[config.mk]
export PLATFORM = sky130hd
export DESIGN_NAME = btb
export DESIGN_NICKNAME = d
export VERILOG_FILES = /design/src/rtl/btb.sv
export SDC_FILE = /design/constraint.sdc
export NUM_CORES = 1
export LEC_CHECK = 0
export CORE_UTILIZATION = 62
export CTS_BUF_LIST = sky130_fd_sc_hd__clkbuf_4 sky130_fd_sc_hd__clkbuf_8
export DETAILED_ROUTE_END_ITERATION = 8
export GPL_ROUTABILITY_DRIVEN = 0
export PLACE_DENSITY = 0.93
export SYNTH_ARGS = -nofsm -noshare
export SYNTH_HDL_FRONTEND = slang
export SYNTH_SLANG_ARGS = --single-unit
[constraint.sdc]
create_clock -name clk -period 7.1 [get_ports clk]
set_input_delay 0.71 -clock clk [delete_from_list [all_inputs] [get_ports clk]]
set_output_delay 0.71 -clock clk [all_outputs]
set_load 0.01 [all_outputs]
[src/rtl/btb.sv]
// rtl/btb.sv - fully associative branch target buffer; optional macro BTB_EVICT_ON_NT_EN lets a not-taken hit evict its entry
module btb #(
  parameter int ENTRIES = 8,
  parameter int PTR_W   = 3
) (
  input  logic             clk,
  input  logic             rst_n,
  input  logic [31:0]      IFpc,
  input  logic [31:0]      EXpc,
  input  logic [31:0]      BrNPC,
  input  logic             BranchE,
  input  logic [2:0]       BranchTypeE,
  output logic             BTBhit,
  output logic [31:0]      BTBtarget,
  output logic [PTR_W:0]   BTBcount
);

  // Table state: valid bits are reset, tag/target storage is not.
  logic [ENTRIES-1:0] valid_q, valid_d;
  logic [29:0]        tag_q    [ENTRIES];
  logic [31:0]        target_q [ENTRIES];
  logic [PTR_W-1:0]   ptr_q, ptr_d;
  logic [PTR_W:0]     count_q, count_d;

  // Lookup (IF side) results.
  logic               if_hit;
  logic [31:0]        if_target;

  // Update (EX side) decode.
  logic               upd_event;
  logic               ex_hit;
  logic [PTR_W-1:0]   ex_idx;
  logic               free_any;
  logic [PTR_W-1:0]   free_idx;

  // Storage write port.
  logic               wr_en;
  logic [PTR_W-1:0]   wr_idx;

  // Byte offset bits never take part in tag compare.
  logic unused_pc_lsbs;
  assign unused_pc_lsbs = ^{IFpc[1:0], EXpc[1:0]};

  assign upd_event = (BranchTypeE != 3'd0);

  // IF lookup: tags are unique among valid entries, so OR-merging the matching target is exact.
  always_comb begin
    if_hit    = 1'b0;
    if_target = '0;
    for (int i = 0; i < ENTRIES; i++) begin
      if (valid_q[i] && (tag_q[i] == IFpc[31:2])) begin
        if_hit    = 1'b1;
        if_target = if_target | target_q[i];
      end
    end
  end

  assign BTBhit    = if_hit;
  assign BTBtarget = if_target;
  assign BTBcount  = count_q;

  // EX tag match: finds the resident entry for the resolving branch, if any.
  always_comb begin
    ex_hit = 1'b0;
    ex_idx = '0;
    for (int i = 0; i < ENTRIES; i++) begin
      if (valid_q[i] && (tag_q[i] == EXpc[31:2])) begin
        ex_hit = 1'b1;
        ex_idx = PTR_W'(i);
      end
    end
  end

  // Lowest-index invalid entry; scanning downward lets the lowest index win.
  always_comb begin
    free_any = 1'b0;
    free_idx = '0;
    for (int i = ENTRIES - 1; i >= 0; i--) begin
      if (!valid_q[i]) begin
        free_any = 1'b1;
        free_idx = PTR_W'(i);
      end
    end
  end

  // Next-state for valid bits, replacement pointer and the write port.
  always_comb begin
    valid_d = valid_q;
    ptr_d   = ptr_q;
    wr_en   = 1'b0;
    wr_idx  = ex_idx;
    if (upd_event && BranchE) begin
      wr_en = 1'b1;
      if (ex_hit) begin
        // Taken hit: retarget in place; a stalled EX repeating this is idempotent.
        wr_idx = ex_idx;
      end else if (free_any) begin
        wr_idx           = free_idx;
        valid_d[free_idx] = 1'b1;
      end else begin
        // Full table: round-robin victim, pointer only moves on an eviction.
        wr_idx         = ptr_q;
        valid_d[ptr_q] = 1'b1;
        ptr_d          = ptr_q + PTR_W'(1);
      end
    end
`ifdef BTB_EVICT_ON_NT_EN
    else if (upd_event && ex_hit) begin
      valid_d[ex_idx] = 1'b0;
    end
`endif
  end

  // Population count of the next valid vector so the registered count tracks the table.
  always_comb begin
    count_d = '0;
    for (int i = 0; i < ENTRIES; i++) begin
      count_d = count_d + (PTR_W+1)'(valid_d[i]);
    end
  end

  // Control state with asynchronous clear; an update racing reset is dropped.
  always_ff @(posedge clk or negedge rst_n) begin
    if (!rst_n) begin
      valid_q <= '0;
      ptr_q   <= '0;
      count_q <= '0;
    end else begin
      valid_q <= valid_d;
      ptr_q   <= ptr_d;
      count_q <= count_d;
    end
  end

  // Tag/target storage; contents only matter once the matching valid bit is set.
  always_ff @(posedge clk) begin
    if (wr_en && rst_n) begin
      tag_q[wr_idx]    <= EXpc[31:2];
      target_q[wr_idx] <= BrNPC;
    end
  end

endmodule

# Yosys cells after proc, flatten, opt, wreduce, memory -nomap -nowiden
# Memories as Yosys holds them, arrays and structs flattened.
# Index checks and enable logic that the tools add are counted.
[classes] n_eq_ne=16 n_bitwise=11 n_lt_le_gt_ge=4 reduce_logical=22 n_addsub=8 muxes=60
[ops] op="equality test 30 bit" n=16
[ops] op="two-way mux 32 bit" n=8
[ops] op="OR 32 bit" n=7
[ops] op="two-way mux 3 bit" n=17
[ops] op="two-way mux 1 bit" n=30
[ops] op="two-way mux 8 bit" n=3
[ops] op="logical AND 1 bit" n=20
[ops] op="adder 4 x 1 -> 4 bit" n=4
[ops] op="OR 8 bit" n=2
[ops] op="< comparator 3 x 4 -> 1 bit, second input constant" n=2
[ops] op="demux 1 bit (select 3 bit)" n=2
[ops] op="greater-or-equal comparator 3 x 1 -> 1 bit, second input constant" n=2
[ops] op="adder 3 x 1 -> 4 bit" n=1
[ops] op="adder 2 x 1 -> 3 bit" n=1
[ops] op="adder 3 x 1 -> 3 bit, second input constant" n=1
[ops] op="AND reduction 3 bit" n=1
[ops] op="nonzero test 3 bit" n=1
[ops] op="adder 1 x 1 -> 2 bit" n=1
[ops] op="inverter 1 bit" n=2
[word_totals] ff_bits=15 mem_count=2 elab_cells=126 input_bits=102 mem_bits_rw=496 out_inout_bits=37
[memory_table] memory="target_q" depth=8 width=32 rd=8 rd_ports_with_merged_regs=0 write_ports=1 line="21" rtl="logic [31:0] target_q [ENTRIES];"
[memory_table] memory="tag_q" depth=8 width=30 rd=8 rd_ports_with_merged_regs=0 write_ports=1 line="20" rtl="logic [29:0] tag_q [ENTRIES];"

# Logic depth before layout (Yosys ltp)
[depth] word_depth=23 ltp_mapped=17 ltp_nobuf=17

# Worst setup path after synthesis
# No wires, ideal clock.
[synth_timing] path_type="input-to-reg" from="input EXpc[14]" to="memory tag_q[0][0], enable pin" n_path_buf=1 setup_ns=0.482 required_ns=6.618 slack_ns=1.591 arrival_time_ns=5.027 stages=9 path_cell_list="buf_2 -> xnor2_1 -> nand4_1 -> or4_4 -> nor2_4 -> nand4b_4 -> o21bai_4 -> or4_4 -> nor2_1"
[synth_between] elab_chain_cells=12 elab_cells_between_ends=33 classes_between="eq/ne (8); mux (17); reduce/logical (8)"
[synth_rtl] element="start, declared" line="9" rtl="input logic [31:0] EXpc,"
[synth_rtl] element="equality test 30 bit" line="67" rtl="if (valid_q[i] && (tag_q[i] == EXpc[31:2])) begin"
[synth_rtl] element="logical AND 1 bit" line="67"
[synth_rtl] element="two-way mux 1 bit (8 in series)" line="67"
[synth_rtl] element="two-way mux 3 bit" line="94" rtl="if (ex_hit) begin"
[synth_rtl] element="two-way mux 3 bit *" line="92" rtl="if (upd_event && BranchE) begin"
[synth_rtl] element="end, declared" line="20"
# Every way passes the cells marked *; elsewhere a longest branch is shown, timed or not.

# Worst setup path in the final report
[layout_timing] from="input IFpc[6]" to="output BTBtarget[14]"
[layout_between] elab_chain_cells=17 elab_cells_between_ends=31 classes_between="eq/ne (8); mux (8); bitwise (7); reduce/logical (8)"
[layout_rtl] element="start, declared" line="8" rtl="input logic [31:0] IFpc,"
[layout_rtl] element="equality test 30 bit" line="51" rtl="if (valid_q[i] && (tag_q[i] == IFpc[31:2])) begin"
[layout_rtl] element="logical AND 1 bit" line="51"
[layout_rtl] element="two-way mux 32 bit" line="51"
[layout_rtl] element="OR 32 bit" line="53" rtl="if_target = if_target | target_q[i];"
[layout_rtl] element="two-way mux 32 bit" line="51"
[layout_rtl] element="OR 32 bit" line="53"
[layout_rtl] element="two-way mux 32 bit" line="51"
[layout_rtl] element="OR 32 bit" line="53"
[layout_rtl] element="two-way mux 32 bit" line="51"
[layout_rtl] element="OR 32 bit" line="53"
[layout_rtl] element="two-way mux 32 bit" line="51"
[layout_rtl] element="OR 32 bit" line="53"
[layout_rtl] element="two-way mux 32 bit" line="51"
[layout_rtl] element="OR 32 bit" line="53"
[layout_rtl] element="two-way mux 32 bit" line="51"
[layout_rtl] element="OR 32 bit" line="53"
[layout_rtl] element="two-way mux 32 bit *" line="51"
[layout_rtl] element="end, declared" line="14" rtl="output logic [31:0] BTBtarget,"
# Marks and branches as above.

==> results.json <==
{
  "crit_end": "BTBtarget[14]",
  "yosys.area_share.adder": 0.00560,
  "clock-sinks": 511,
  "dr.first_iter.drc_count": 2480,
  "synthCells": 1524,
  "final_hold_viol_count": 0,
  "tns_ns": 0,
  "grt_pass1_vias": 15700,
  "rr_endpoint": "BTBcount[2]",
  "cts_tree": "yes",
  "start_util": 0.633,
  "die_y_um": 196,
  "cts_buffers": 80,
  "nFillCells": 2123,
  "io_pins": 139,
  "mostFrequentLayoutCells": "496 x edfxtp_1, 363 x xnor2_1, 134 x clkdlybuf4s50_1, 119 x xor2_1, 117 x nand4_1",
  "die-area_mm2": 0.0382,
  "wl_per_cell_um": 31.6,
  "layout.nets": 1839,
  "drt_wl_total_um": 71400,
  "synthMuxAreaShare": 0.000485,
  "core_area_mm2": 0.0367,
  "cts_max_path_buffers": 3,
  "power_density_mw_per_mm2": 245,
  "final_common_cell": "edfxtp_1",
  "synth_compound_area_frac": 0.0528,
  "firstDrtPassIters": 8,
  "layout_setup_ws_ns": 1.25,
  "rsz0062_at_grt": "false",
  "setup_viol": 0,
  "post-cts-setup-buffers": 0,
  "report.final.slew_viol_count": 0,
  "synth-seq-cells": 511,
  "area_growth_syn_to_layout_pct": 15.7,
  "grt_pass1_wl_um": 103000,
  "cellLeakagePower_nw": 8.51,
  "path_class": "input port to primary output",
  "fin_crit_ns": 5.85,
  "synthXorXnorAreaFrac": 0.182,
  "port_buffers": 134,
  "crit_start": "IFpc[6]",
  "cts_root_buffer": "clkbuf_8",
  "r2r_slack_ns": 1.77,
  "synth_top_family_by_area": "XOR/XNOR gates",
  "dp_hpwl_um": 43600,
  "worstPathArrival_ns": 5.14,
  "cts.htree.levels": 3,
  "syn_area_per_cell_um2": 15.2,
  "r2r-start": "tag_q[2][21]",
  "netlist_area_mm2": 0.0232,
  "num_vias": 15500,
  "critPathRequiredTime_ns": 6.39,
  "grt_antenna_before_repair": 1,
  "route.detailed.drc": 0,
  "clock_latency_ns": 0.68,
  "fin_crit_sh": 0.824,
  "pre_cts_slack_ns": 0.789,
  "vias_per_cell": 6.86,
  "startpoint_type": "input port",
  "skew_ns": 0.0484,
  "fp.dieW_um": 196,
  "maxCapViolCount": 0,
  "synthSimpleGateAreaFrac": 0.0763,
  "fmax_mhz": 171,
  "drive_above_1_share": 0.129,
  "ys_types": 48,
  "hp-class": "input port to async pin",
  "grt_max_degree": 63,
  "cp_max_fo": 33,
  "cp-end-kind": "primary output",
  "ctsResizeCount": 0,
  "ff2ff_path_depth": 17,
  "final_antenna_net_count": 0,
  "seq_area_frac_synth": 0.657,
  "synth_nets": 1634,
  "slew_headroom": 0.166,
  "status": "finished clean",
  "grt-ovfl-total": 0,
  "track_usage": 0.382,
  "clk_pin_slew_ns": 0.07,
  "vdd_ir_drop_max_mv": 0.223,
  "hold_buffers": 0,
  "max_slew.worst_pin.slew_ns": 1.25,
  "rows": 70,
  "ys_warn_count": 0
}
==> state kept, by name, indices dropped and copies added (netlist names) <==
name      count
BTBcount      4
target_q    256
tag_q       240
valid_q       8
ptr_q         3
==> through the flow <==
stage               std cells  area, µm²  utilization  hold WS, ns  power (mW)
floorplan                1524      23200            -        0.414        3.86
global placement         2115      25300        0.689        0.473        4.10
detailed placement       2115      25300        0.689        0.475        4.12
CTS                      2262      26900        0.732        0.485        6.55
global route             2262      26900        0.732        0.531        6.72
finish                   2263      26900        0.732        0.485        6.58
==> cell type report <==
type	instances	area, µm²	share of cell area
Sequential cell	511	15300	0.568
Multi-Input combinational cell	915	7460	0.278
Timing Repair Buffer	209	1940	0.0723
Clock buffer	108	1320	0.0493
Tap cell	468	586	0.0218
Clock inverter	39	244	0.00908
Inverter	12	45.0	0.00168
Antenna cell	1	2.50	0.0000931
==> per-layer routing <==
layer | GRT usage | part of all wire | vias to the layer above
met1 | 0.479 | 0.33 | 7473
met3 | 0.134 | 0.15 | 334
li1 | - | - | 6238
met2 | 0.574 | 0.44 | 1472
met5 | 0 | 0.00018 | -
met4 | 0.232 | 0.073 | 2
==> cell usage after synthesis (all sizes together) <==
master | n | share of area
a221oi | 32 | 0.012
a22oi | 65 | 0.021
and4 | 1 | 0.00038
nor4 | 54 | 0.019
xor2 | 119 | 0.045
nand3b | 2 | 0.00065
nor2b | 1 | 0.00027
or4 | 9 | 0.0039
nand4 | 117 | 0.032
inv | 12 | 0.0019
a31oi | 2 | 0.00054
and2 | 2 | 0.00054
nor3b | 6 | 0.0019
buf | 81 | 0.022
o21ai | 2 | 0.00043
o21bai | 1 | 0.00081
o31ai | 2 | 0.00065
mux2 | 1 | 0.00048
fa | 4 | 0.0034
ha | 4 | 0.0022
a31o | 2 | 0.00075
o311ai | 1 | 0.00038
a21o | 2 | 0.00065
a22o | 33 | 0.012
nand4b | 4 | 0.0022
a21oi | 5 | 0.0011
nor3 | 2 | 0.00043
nor2 | 14 | 0.0026
or2 | 8 | 0.0022
edfxtp | 496 | 0.64
nand3 | 40 | 0.0086
o211ai | 2 | 0.00065
o221ai | 1 | 0.00038
nor4b | 3 | 0.0011
a21boi | 2 | 0.00065
dfrtp | 15 | 0.016
nand2 | 7 | 0.0011
o2bb2ai | 1 | 0.00038
clkbuf | 5 | 0.00081
xnor2 | 364 | 0.14
==> worst min path at each step <==
| stage | cells after the start | end | slack [ns] | start |
|---|---|---|---|---|
| floorplan | 0 | BTBcount[0] | 0.41 | rst_n |
| global placement | 1 | ptr_q[2] | 0.47 | ptr_q[2] |
| detailed placement | 1 | ptr_q[2] | 0.48 | ptr_q[2] |
| CTS | 1 | ptr_q[2] | 0.49 | ptr_q[2] |
| global route | 1 | ptr_q[2] | 0.53 | ptr_q[2] |
| finish | 1 | ptr_q[0] | 0.48 | rst_n |
==> power breakdown <==
part	total [mW]	switching (mW)	internal, mW
Sequential	3.48	0.0566	3.42
Clock	2.48	1.21	1.27
Combinational	0.615	0.387	0.228
Total	6.58	1.66	4.92
==> critical path: stages <==
cell and delay (ns):
clkdlybuf4s50_1 0.91, xnor2_1 0.93, nand4_1 0.18, or4_4 0.60
nor4_4 0.30, buf_4 0.47, a22o_1 0.23, a221oi_1 0.07
nand3_1 0.14, clkdlybuf4s50_1 0.56
==> logic make-up (layout without fill, tap and decap cells) <==
group / Yosys count / count (layout)
fa+ha+maj: 8 / 8
simple gates: 270 / 270
xor+xnor: 483 / 483
flops: 511 / 511
other cells: 0 / 1
compound gates: 153 / 153
mux: 1 / 1
buf+inv: 98 / 368
Power figures use the tool's default switching activity.
